$ cat config.mk
export PLATFORM = sky130hd
export DESIGN_NAME = lsu_arbiter
export DESIGN_NICKNAME = d
export VERILOG_FILES = /design/src/rtl/lsu_arb_pkg.sv /design/src/rtl/arb_grant2.sv /design/src/rtl/lsu_arbiter.sv
export SDC_FILE = /design/constraint.sdc
export NUM_CORES = 1
export LEC_CHECK = 0
export BUFFER_PORTS_ARGS = -buffer_cell sky130_fd_sc_hd__buf_2
export CAP_MARGIN = 20
export CORE_AREA = 2 2 123 125
export CTS_CLUSTER_DIAMETER = 40
export DETAILED_ROUTE_END_ITERATION = 8
export DIE_AREA = 0 0 125 127
export PLACE_DENSITY = 0.67
export RECOVER_POWER = 50
export SETUP_SLACK_MARGIN = 0.02
export SYNTH_ARGS = -nofsm -noshare
export SYNTH_HDL_FRONTEND = slang
export SYNTH_SLANG_ARGS = --single-unit
export TNS_END_PERCENT = 30
$ cat constraint.sdc
create_clock -name i_clk -period 3.08 [get_ports i_clk]
set_input_delay 0.154 -clock i_clk [delete_from_list [all_inputs] [get_ports i_clk]]
set_output_delay 0.154 -clock i_clk [all_outputs]
set_load 0.01 [all_outputs]
$ cat src/rtl/lsu_arb_pkg.sv
// Shared types and constants for the two-master LSU arbiter.
package lsu_arb_pkg;

    typedef enum logic {
        ARB_M0 = 1'b0,
        ARB_M1 = 1'b1
    } arb_idx_e;

    localparam int BURST_MAX_DEFAULT = 4;

endpackage

$ cat src/rtl/arb_grant2.sv
// Two-way grant decision with a burst limit; LSU_ARB_ROUND_ROBIN_EN selects
// round-robin tie breaking instead of fixed priority m0 > m1.
module arb_grant2
    import lsu_arb_pkg::*;
#(
    parameter int BURST_MAX = BURST_MAX_DEFAULT
) (
    input  logic       req0,
    input  logic       req1,
    input  logic       last,
    input  logic [3:0] cnt,
    output logic       gnt0,
    output logic       gnt1
);

    localparam logic [3:0] BURST_LIM = 4'(BURST_MAX);

    logic pick_m1;

    // NOTE: every always_comb output gets a default first so no path leaves
    // it unassigned, which would otherwise infer a latch.
    always_comb begin
        gnt0    = 1'b0;
        gnt1    = 1'b0;
        pick_m1 = 1'b0;
        if (req0 && req1) begin
`ifdef LSU_ARB_ROUND_ROBIN_EN
            // Strict alternation on ties never lets a run exceed one grant,
            // so the burst limit is met implicitly.
            pick_m1 = (last == ARB_M0);
`else
            pick_m1 = (last == ARB_M0) && (cnt == BURST_LIM);
`endif
            gnt0 = ~pick_m1;
            gnt1 = pick_m1;
        end else begin
            gnt0 = req0;
            gnt1 = req1 & ~req0;
        end
    end

endmodule

$ cat src/rtl/lsu_arbiter.sv
// Two-master LSU arbiter (m0 = CPU, m1 = loader/debug) with one-cycle read
// responses; optional round-robin ties via LSU_ARB_ROUND_ROBIN_EN.
module lsu_arbiter
    import lsu_arb_pkg::*;
#(
    parameter int BURST_MAX = BURST_MAX_DEFAULT
) (
    input  logic        i_clk,
    input  logic        i_rst_n,
    input  logic        i_m0_req,
    input  logic [31:0] i_m0_addr,
    input  logic [31:0] i_m0_wdata,
    input  logic [3:0]  i_m0_strb,
    input  logic        i_m0_wren,
    output logic        o_m0_gnt,
    output logic [31:0] o_m0_rdata,
    output logic        o_m0_rvld,
    output logic        o_m0_rerr,
    input  logic        i_m1_req,
    input  logic [31:0] i_m1_addr,
    input  logic [31:0] i_m1_wdata,
    input  logic [3:0]  i_m1_strb,
    input  logic        i_m1_wren,
    output logic        o_m1_gnt,
    output logic [31:0] o_m1_rdata,
    output logic        o_m1_rvld,
    output logic        o_m1_rerr,
    output logic [31:0] o_lsu_addr,
    output logic [31:0] o_st_data,
    output logic [3:0]  o_st_strb,
    output logic        o_lsu_wren,
    input  logic [31:0] i_ld_data,
    input  logic        i_data_vld
);

    localparam logic [3:0] BURST_LIM = 4'(BURST_MAX);

    arb_idx_e    last_q, last_d;
    logic [3:0]  cnt_q, cnt_d;
    logic        pend_q, pend_d;
    arb_idx_e    owner_q, owner_d;
    logic [31:0] rdata0_q, rdata0_d;
    logic [31:0] rdata1_q, rdata1_d;

    logic        gnt0_raw, gnt1_raw;
    logic        any_gnt;
    arb_idx_e    gnt_idx;
    logic [31:0] resp_data;

    arb_grant2 #(.BURST_MAX(BURST_MAX)) u_grant (
        .req0 (i_m0_req),
        .req1 (i_m1_req),
        .last (last_q),
        .cnt  (cnt_q),
        .gnt0 (gnt0_raw),
        .gnt1 (gnt1_raw)
    );

    // Grants and responses are masked while reset is held so nothing reaches
    // the bus or a master before the state registers have been cleared.
    assign o_m0_gnt = gnt0_raw & i_rst_n;
    assign o_m1_gnt = gnt1_raw & i_rst_n;
    assign any_gnt  = o_m0_gnt | o_m1_gnt;
    assign gnt_idx  = o_m1_gnt ? ARB_M1 : ARB_M0;

    always_comb begin
        o_lsu_addr = '0;
        o_st_data  = '0;
        o_st_strb  = '0;
        o_lsu_wren = 1'b0;
        if (o_m0_gnt) begin
            o_lsu_addr = i_m0_addr;
            o_st_data  = i_m0_wdata;
            o_st_strb  = i_m0_strb;
            o_lsu_wren = i_m0_wren;
        end else if (o_m1_gnt) begin
            o_lsu_addr = i_m1_addr;
            o_st_data  = i_m1_wdata;
            o_st_strb  = i_m1_strb;
            o_lsu_wren = i_m1_wren;
        end
    end

    assign o_m0_rvld  = pend_q & (owner_q == ARB_M0) & i_rst_n;
    assign o_m1_rvld  = pend_q & (owner_q == ARB_M1) & i_rst_n;
    assign resp_data  = i_data_vld ? i_ld_data : 32'h0;
    assign o_m0_rdata = o_m0_rvld ? resp_data : rdata0_q;
    assign o_m1_rdata = o_m1_rvld ? resp_data : rdata1_q;
    assign o_m0_rerr  = o_m0_rvld & ~i_data_vld;
    assign o_m1_rerr  = o_m1_rvld & ~i_data_vld;

    always_comb begin
        last_d   = last_q;
        cnt_d    = cnt_q;
        owner_d  = owner_q;
        pend_d   = any_gnt & ~o_lsu_wren;
        rdata0_d = o_m0_rdata;
        rdata1_d = o_m1_rdata;
        if (any_gnt) begin
            last_d  = gnt_idx;
            owner_d = gnt_idx;
            if (gnt_idx != last_q) begin
                cnt_d = 4'd1;
            end else if (cnt_q != BURST_LIM) begin
                cnt_d = cnt_q + 4'd1;
            end
        end
    end

    // NOTE: sequential state uses non-blocking assignments so every flop
    // samples its _d value from before the edge, independent of block order.
    always_ff @(posedge i_clk) begin
        if (!i_rst_n) begin
            last_q   <= ARB_M1;
            cnt_q    <= 4'd0;
            pend_q   <= 1'b0;
            owner_q  <= ARB_M0;
            rdata0_q <= 32'h0;
            rdata1_q <= 32'h0;
        end else begin
            last_q   <= last_d;
            cnt_q    <= cnt_d;
            pend_q   <= pend_d;
            owner_q  <= owner_d;
            rdata0_q <= rdata0_d;
            rdata1_q <= rdata1_d;
        end
    end

endmodule
==> results of run 1 <==
==> layout by cell type (no fill, tap or decap), types with 2 or more instances in the layout <==
cell,synthesis,layout
clkbuf_1,23,34
nand2_1,101,101
dfxtp_1,71,71
and2_1,64,8
clkinvlp_4,0,2
clkbuf_16,0,9
a21oi_1,3,3
diode_2,0,2
and2_0,0,56
buf_2,10,279
o32ai_1,2,2
a22o_1,69,69
nand3b_1,2,2
nor2_1,4,4
a211oi_1,2,2
o21ai_0,67,67
nand2b_1,2,2
nand3_1,3,3
buf_4,0,6
inv_1,7,7
ha_1,2,2
==> metrics by stage <==
stage	power, mW	hold WS, ns	util, %	instances	setup WS [ns]
floorplan	1.15	0.288	-	454	1.39
global placement	1.38	0.457	36.6	917	0.692
detailed placement	1.37	0.459	36.6	917	0.674
CTS	2.44	0.102	38.7	933	0.296
global route	2.51	0.137	38.3	933	0.0821
finish	2.40	0.116	38.4	935	0.275
==> logic make-up after synthesis <==
group                      Yosys count  synth area share [%]
DFF                                 71                  39.1
buffers and inverters               48                  6.95
adders and majority gates            2                 0.688
and+or+nand+nor                    182                  24.3
AOI/OAI and AO/OA                  151                  29.0
==> where the power goes <==
| group | total (mW) | leakage, nW | switching, mW | internal, mW |
|---|---|---|---|---|
| clock | 1.05 | 0.145 | 0.400 | 0.651 |
| sequential | 0.936 | 0.574 | 0.00517 | 0.931 |
| combinational | 0.414 | 2.05 | 0.226 | 0.188 |
==> metal layers <==
layer / global-route usage, % / wire length (um) / vias up
met5: 0 / 22 / -
met4: 4.64 / 175 / 4
met3: 6.32 / 1580 / 22
met2: 31.3 / 7710 / 193
met1: 22.7 / 6290 / 2015
li1: - / - / 2169
==> critical path, stage by stage (launching register included) <==
cell	delay (ns)
dfxtp_1	0.32
inv_1	0.09
ha_1	0.16
and4bb_1	0.30
o21ai_2	0.11
nor2_4	0.40
buf_4	0.51
a22o_1	0.26
buf_2	0.14
==> registers in the layout (all words and copies together) (netlist names) <==
| register | count |
|---|---|
| rdata1_q | 32 |
| rdata0_q | 32 |
| cnt_q | 4 |
| owner_q | 1 |
| last_q | 1 |
| pend_q | 1 |
==> final cells by class <==
type	count	area share [%]
Sequential cell	71	25.7
Antenna cell	2	0.0904
Clock inverter	6	1.22
Clock buffer	10	4.32
Tap cell	184	4.16
Multi-Input combinational cell	335	35.6
Inverter	7	0.475
Timing Repair Buffer	320	28.4
==> worst paths after layout <==
| kind | start | to | cells past startpoint |
|---|---|---|---|
| worst min-delay path | i_rst_n | last_q | 2 |
| worst max-delay path | cnt_q[0] | o_lsu_addr[24] | 8 |
| worst max register to register | owner_q | rdata1_q[3] | 4 |
| worst min register to register | owner_q | owner_q | 2 |
==> results.sh, run 1 <==
export IMPL_hpwl_mm=12.7
export IMPL_critPathKind="flip-flop to primary output"
export IMPL_fillers=1564
export IMPL_grt_use_total_pct=18.5
export IMPL_drtIter0Drc=235
export IMPL_netlist_top_cells_area="dfxtp_1, a22o_1, and2_1, nand2_1, o21ai_0"
export IMPL_rsz0062_at_grt="false"
export IMPL_hold_violations=0
export IMPL_clock_skew_ns=0.00532
export IMPL_multiInputGateArea_sq_mm=0.00197
export IMPL_initial_core_util_pct=25.2
export IMPL_synth_top_cells_by_count="nand2_1, dfxtp_1, a22o_1"
export IMPL_netlist_cell_type_count=31
export IMPL_fp_dieW_um=125
export IMPL_wirelength_mm=15.8
export IMPL_postSynthCellCount=454
export IMPL_syn_area_sq_mm=0.00364
export IMPL_rrSetupSlack_ns=0.98
export IMPL_status="finished clean"
export IMPL_wl_per_cell_um=16.9
export IMPL_core_sq_mm=0.0144
export IMPL_yosys_area_top_type_share_pct=39.1
export IMPL_fin_nets=921
export IMPL_yosysWarningCount=0
export IMPL_htreeDepth=3
export IMPL_fp_row_count=44
export IMPL_die_y_um=127
export IMPL_grt_max_degree=67
export IMPL_hp_class="primary input to flip-flop"
export IMPL_synth_edf_count=0
export IMPL_drt_vias_per_instance=4.71
export IMPL_cts_setup_buffers=0
export IMPL_stdcell_area_sq_mm=0.00553
export IMPL_synth_seq_area_share_pct=39.1
export IMPL_numPortBuffers=313
export IMPL_antenna_found_initial=3
export IMPL_fmax_mhz=356
export IMPL_vias=4403
export IMPL_drc=0
export IMPL_crit_arrival_ns=2.65
export IMPL_avgSynthCellArea_sq_um=8.01
export IMPL_ir_drop_v=0.000266
export IMPL_grt_overflow=0
export IMPL_final_seq_area_sq_mm=0.00142
export IMPL_final_setup_tns_ns=0
export IMPL_slew_violations=0
export IMPL_grt_pass1_wl_mm=22.5
export IMPL_areaGrowthSynthToFinish_pct=52.1
export IMPL_numCtsBuffers=9
export IMPL_die_area_sq_mm=0.0159
export IMPL_cts_tree="yes"
export IMPL_finalCritPeriodShare_pct=91.1
export IMPL_path_clk_slew_ns=0.06
export IMPL_p_leak_nw=2.77
export IMPL_slew_headroom_pct=21.8
export IMPL_ctsRootBufferMaster="clkbuf_16"
export IMPL_cts_sinks=71
export IMPL_first_global_vias=3816
export IMPL_synth_most_common_cell="nand2_1"
export IMPL_cp_start_kind="flip-flop"
export IMPL_dr_pass1_iters=4
export IMPL_ys_flop_type="dfxtp_1"
export IMPL_gp_congestion=0.930
export IMPL_drive_above_1_share_pct=40.9
export IMPL_post_dp_cell_area_sq_mm=0.00527
export IMPL_clock_latency_ns=0.33
export IMPL_period_minus_slack_ns=2.81
export IMPL_p_per_area_mw_per_mm2=434
export IMPL_ios=314
export IMPL_setup_viol=0
export IMPL_cts_buffer_depth=2
export IMPL_maxCapViolCount=0
export IMPL_critPathMaxFanout=48
export IMPL_post_cts_resized=0
export IMPL_hold_buffers=0
export IMPL_synth_seq_cells=71
export IMPL_postRouteAntennaNets=0
export IMPL_synth_largest_area_cell="dfxtp_1"
export IMPL_crit_path_end_kind="primary output"
export IMPL_synthArstFlopShare_pct=0
export IMPL_worstMarginPinSlew_ns=1.17
export IMPL_synthesis_nets=631
export IMPL_critPathRequiredTime_ns=2.93
Note: power is estimated with default switching activity, not from simulation.
==> inputs of run 2 (changes only) <==
--- a/config.mk
+++ b/config.mk
@@ -5,13 +5,14 @@
 export SDC_FILE = /design/constraint.sdc
 export NUM_CORES = 1
 export LEC_CHECK = 0
+export ABC_AREA = 1
 export BUFFER_PORTS_ARGS = -buffer_cell sky130_fd_sc_hd__buf_2
 export CAP_MARGIN = 20
 export CORE_AREA = 2 2 123 125
 export CTS_CLUSTER_DIAMETER = 40
 export DETAILED_ROUTE_END_ITERATION = 8
 export DIE_AREA = 0 0 125 127
-export PLACE_DENSITY = 0.67
+export PLACE_DENSITY = 0.71
 export RECOVER_POWER = 50
 export SETUP_SLACK_MARGIN = 0.02
 export SYNTH_ARGS = -nofsm -noshare
==> results.sh, run 2 <==
export IMPL_synth_most_common_cell="inv_1"
export IMPL_synthArstFlopShare_pct=0
export IMPL_cp_start_kind="flip-flop"
export IMPL_critPathRequiredTime_ns=2.93
export IMPL_path_clk_slew_ns=0.06
export IMPL_clock_skew_ns=0.00514
export IMPL_place_inst=1028
export IMPL_netlist_cell_type_count=32
export IMPL_maxCapViolCount=0
export IMPL_fin_nets=1032
export IMPL_drc=0
export IMPL_cpPeakStageDelay_ns=1.01
export IMPL_fp_dieW_um=125
export IMPL_dr_pass1_iters=5
export IMPL_critPathMaxFanout=33
export IMPL_first_global_vias=4452
export IMPL_pre_cts_slack_ns=0.872
export IMPL_synth_xor_area_share_pct=0.421
export IMPL_synth_largest_area_cell="dfxtp_1"
export IMPL_syn_area_sq_mm=0.00416
export IMPL_hold_buffers=0
export IMPL_timing_hold_ws_ns=0.0928
export IMPL_die_area_sq_mm=0.0159
export IMPL_grt_use_total_pct=20.2
export IMPL_finalCritPeriodShare_pct=87.1
export IMPL_ctsRootBufferMaster="clkbuf_16"
export IMPL_postSynthCellCount=565
export IMPL_rrSetupSlack_ns=0.95
export IMPL_clock_latency_ns=0.33
export IMPL_wl_per_cell_um=16.5
export IMPL_stdcell_area_sq_mm=0.00602
export IMPL_rr_startpoint="pend_q"
export IMPL_crit_path_top_delay_cell="clkbuf_1"
export IMPL_hold_end="last_q"
export IMPL_htreeDepth=3
export IMPL_core_sq_mm=0.0144
export IMPL_synth_compound_area_share_pct=29.1
export IMPL_period_minus_slack_ns=2.68
export IMPL_synth_top_family_by_area="compound AO/OA/AOI/OAI gates"
export IMPL_ir_drop_v=0.000223
export IMPL_drive_above_1_share_pct=43.3
export IMPL_grt_pass1_wl_mm=24.8
export IMPL_gp_congestion=0.931
export IMPL_grt_overflow=0
export IMPL_cts_tree="yes"
export IMPL_die_y_um=127
export IMPL_worstMarginPinSlew_ns=1.35
export IMPL_setup_ws_ns=0.397
export IMPL_cts_setup_buffers=0
export IMPL_yosys_area_share_adder_pct=0.601
export IMPL_slew_headroom_pct=9.87
export IMPL_final_setup_tns_ns=0
export IMPL_status="finished clean"
export IMPL_areaGrowthSynthToFinish_pct=44.6
export IMPL_power_total_mw=2.75
export IMPL_cts_sinks=71
export IMPL_crit_buf_inv=4
export IMPL_critical_path_top_delay_family="buffers and inverters"
export IMPL_post_dp_cell_area_sq_mm=0.00581
export IMPL_fillers=1590
export IMPL_final_cell_mix="buf_2, inv_1, dfxtp_1, a22o_1, or2_2"
export IMPL_p_per_area_mw_per_mm2=457
export IMPL_cts_buffer_depth=2
export IMPL_netlist_top_cells_area="dfxtp_1, a22o_1, inv_1, or2_2, a211oi_1"
export IMPL_crit_path_end_kind="primary output"
export IMPL_yosys_area_top_type_share_pct=34.1
export IMPL_grt_max_degree=98
export IMPL_synth_seq_cells=71
export IMPL_crit_arrival_ns=2.53
export IMPL_insertedDiodeCount=0
export IMPL_initial_core_util_pct=28.9
export IMPL_numPortBuffers=313
export IMPL_p_leak_nw=3.64
export IMPL_utilization_pct=41.7
export IMPL_critPathKind="flip-flop to primary output"
export IMPL_antenna_found_initial=3
export IMPL_hold_violations=0
export IMPL_ios=314
export IMPL_yosysWarningCount=0
export IMPL_stdcell_count=1043
export IMPL_vias=4892
export IMPL_hpwl_mm=13.8
export IMPL_setup_viol=0
export IMPL_synth_top_cells_by_count="inv_1, dfxtp_1, a22o_1"
export IMPL_rsz0062_at_grt="false"
export IMPL_synth_edf_count=0
export IMPL_postRouteAntennaNets=0
export IMPL_drt_vias_per_instance=4.69
export IMPL_reg_top3="rdata0_q: 32 flops, rdata1_q: 32 flops, cnt_q: 4 flops"
export IMPL_numCtsBuffers=9
export IMPL_drtIter0Drc=334
export IMPL_wirelength_mm=17.2
export IMPL_mostFrequentLayoutCell="buf_2"
export IMPL_post_cts_resized=0
export IMPL_r2r_end="rdata0_q[13]"
export IMPL_slew_violations=0
export IMPL_synth_simple_gate_area_share_pct=20.4
export IMPL_avgSynthCellArea_sq_um=7.37
export IMPL_hold_path_depth=2
export IMPL_path_cells="inv_1, nor3_4, clkbuf_1, or2_2, o21ai_0, inv_1, clkbuf_1"
export IMPL_holdCritStartpoint="i_m0_req"
export IMPL_hp_class="primary input to flip-flop"
export IMPL_synth_mux_area_share_pct=0
export IMPL_synth_seq_area_share_pct=34.1
export IMPL_fp_row_count=44
export IMPL_synthesis_nets=742
export IMPL_ys_flop_type="dfxtp_1"
export IMPL_ff2ff_path_depth=6
export IMPL_fmax_mhz=373
[run 2: cell types whose count changed after synthesis, sizes merged, moves of 10 or more]
cell	before	now
a211oi	2	32
inv	7	110
nor2	5	44
and2	64	0
o21ai	68	34
a21oi	3	34
buf	18	29
clkbuf	23	13
or2	0	64
nand2	101	49
[run 2: area by class of cell]
cell class              instances  area [sq um]  area share [%]
well taps                     184           230            3.82
clock inverters                 3          42.5           0.707
clock buffers                  12           256            4.26
inverters                     110           413            6.86
flip-flops and latches         71          1420            23.6
multi-input cells             342          2060            34.3
repair buffers                321          1590            26.5
[run 2: cells by family (layout without fill, tap and decap cells)]
family | Yosys count | count (layout)
xor+xnor | 2 | 2
flops | 71 | 71
simple gates | 168 | 168
compound gates | 170 | 170
buf+inv | 152 | 446
fa+ha+maj | 2 | 2
[run 2: power by group]
part           switching (mW)  internal, mW  total, mW
Combinational           0.409         0.314      0.723
Clock                   0.379         0.665       1.04
Sequential             0.0145         0.970      0.985
Total                   0.802          1.95       2.75
[run 2: how the worst max path moves through the flow]
stage                  start  cells past startpoint        endpoint  slack, ns
global placement    cnt_q[0]                     11   o_lsu_addr[4]       0.93
global route          pend_q                      7  o_m0_rdata[21]       0.19
CTS                 cnt_q[0]                     11  o_lsu_addr[12]       0.51
finish                pend_q                      7  o_m0_rdata[24]       0.40
floorplan           cnt_q[0]                      9  o_lsu_addr[13]       1.51
detailed placement  cnt_q[0]                     11  o_lsu_addr[12]       0.87
[run 2: worst reg2reg max path, cell delays in order, from the launching register on]
cell and delay [ns]:
dfxtp_1 0.30, inv_1 0.07, nor3_4 0.18, clkbuf_1 1.01, or2_2 0.26, o21ai_0 0.12, nor2_1 0.11
[run 2: per-layer routing]
layer,global-route usage [%],share of wire [%],up-vias
met1,23.8,40,2206
li1,-,-,2434
met3,6.99,8.5,37
met5,0,0.26,-
met4,7.39,2.8,6
met2,34.1,49,209
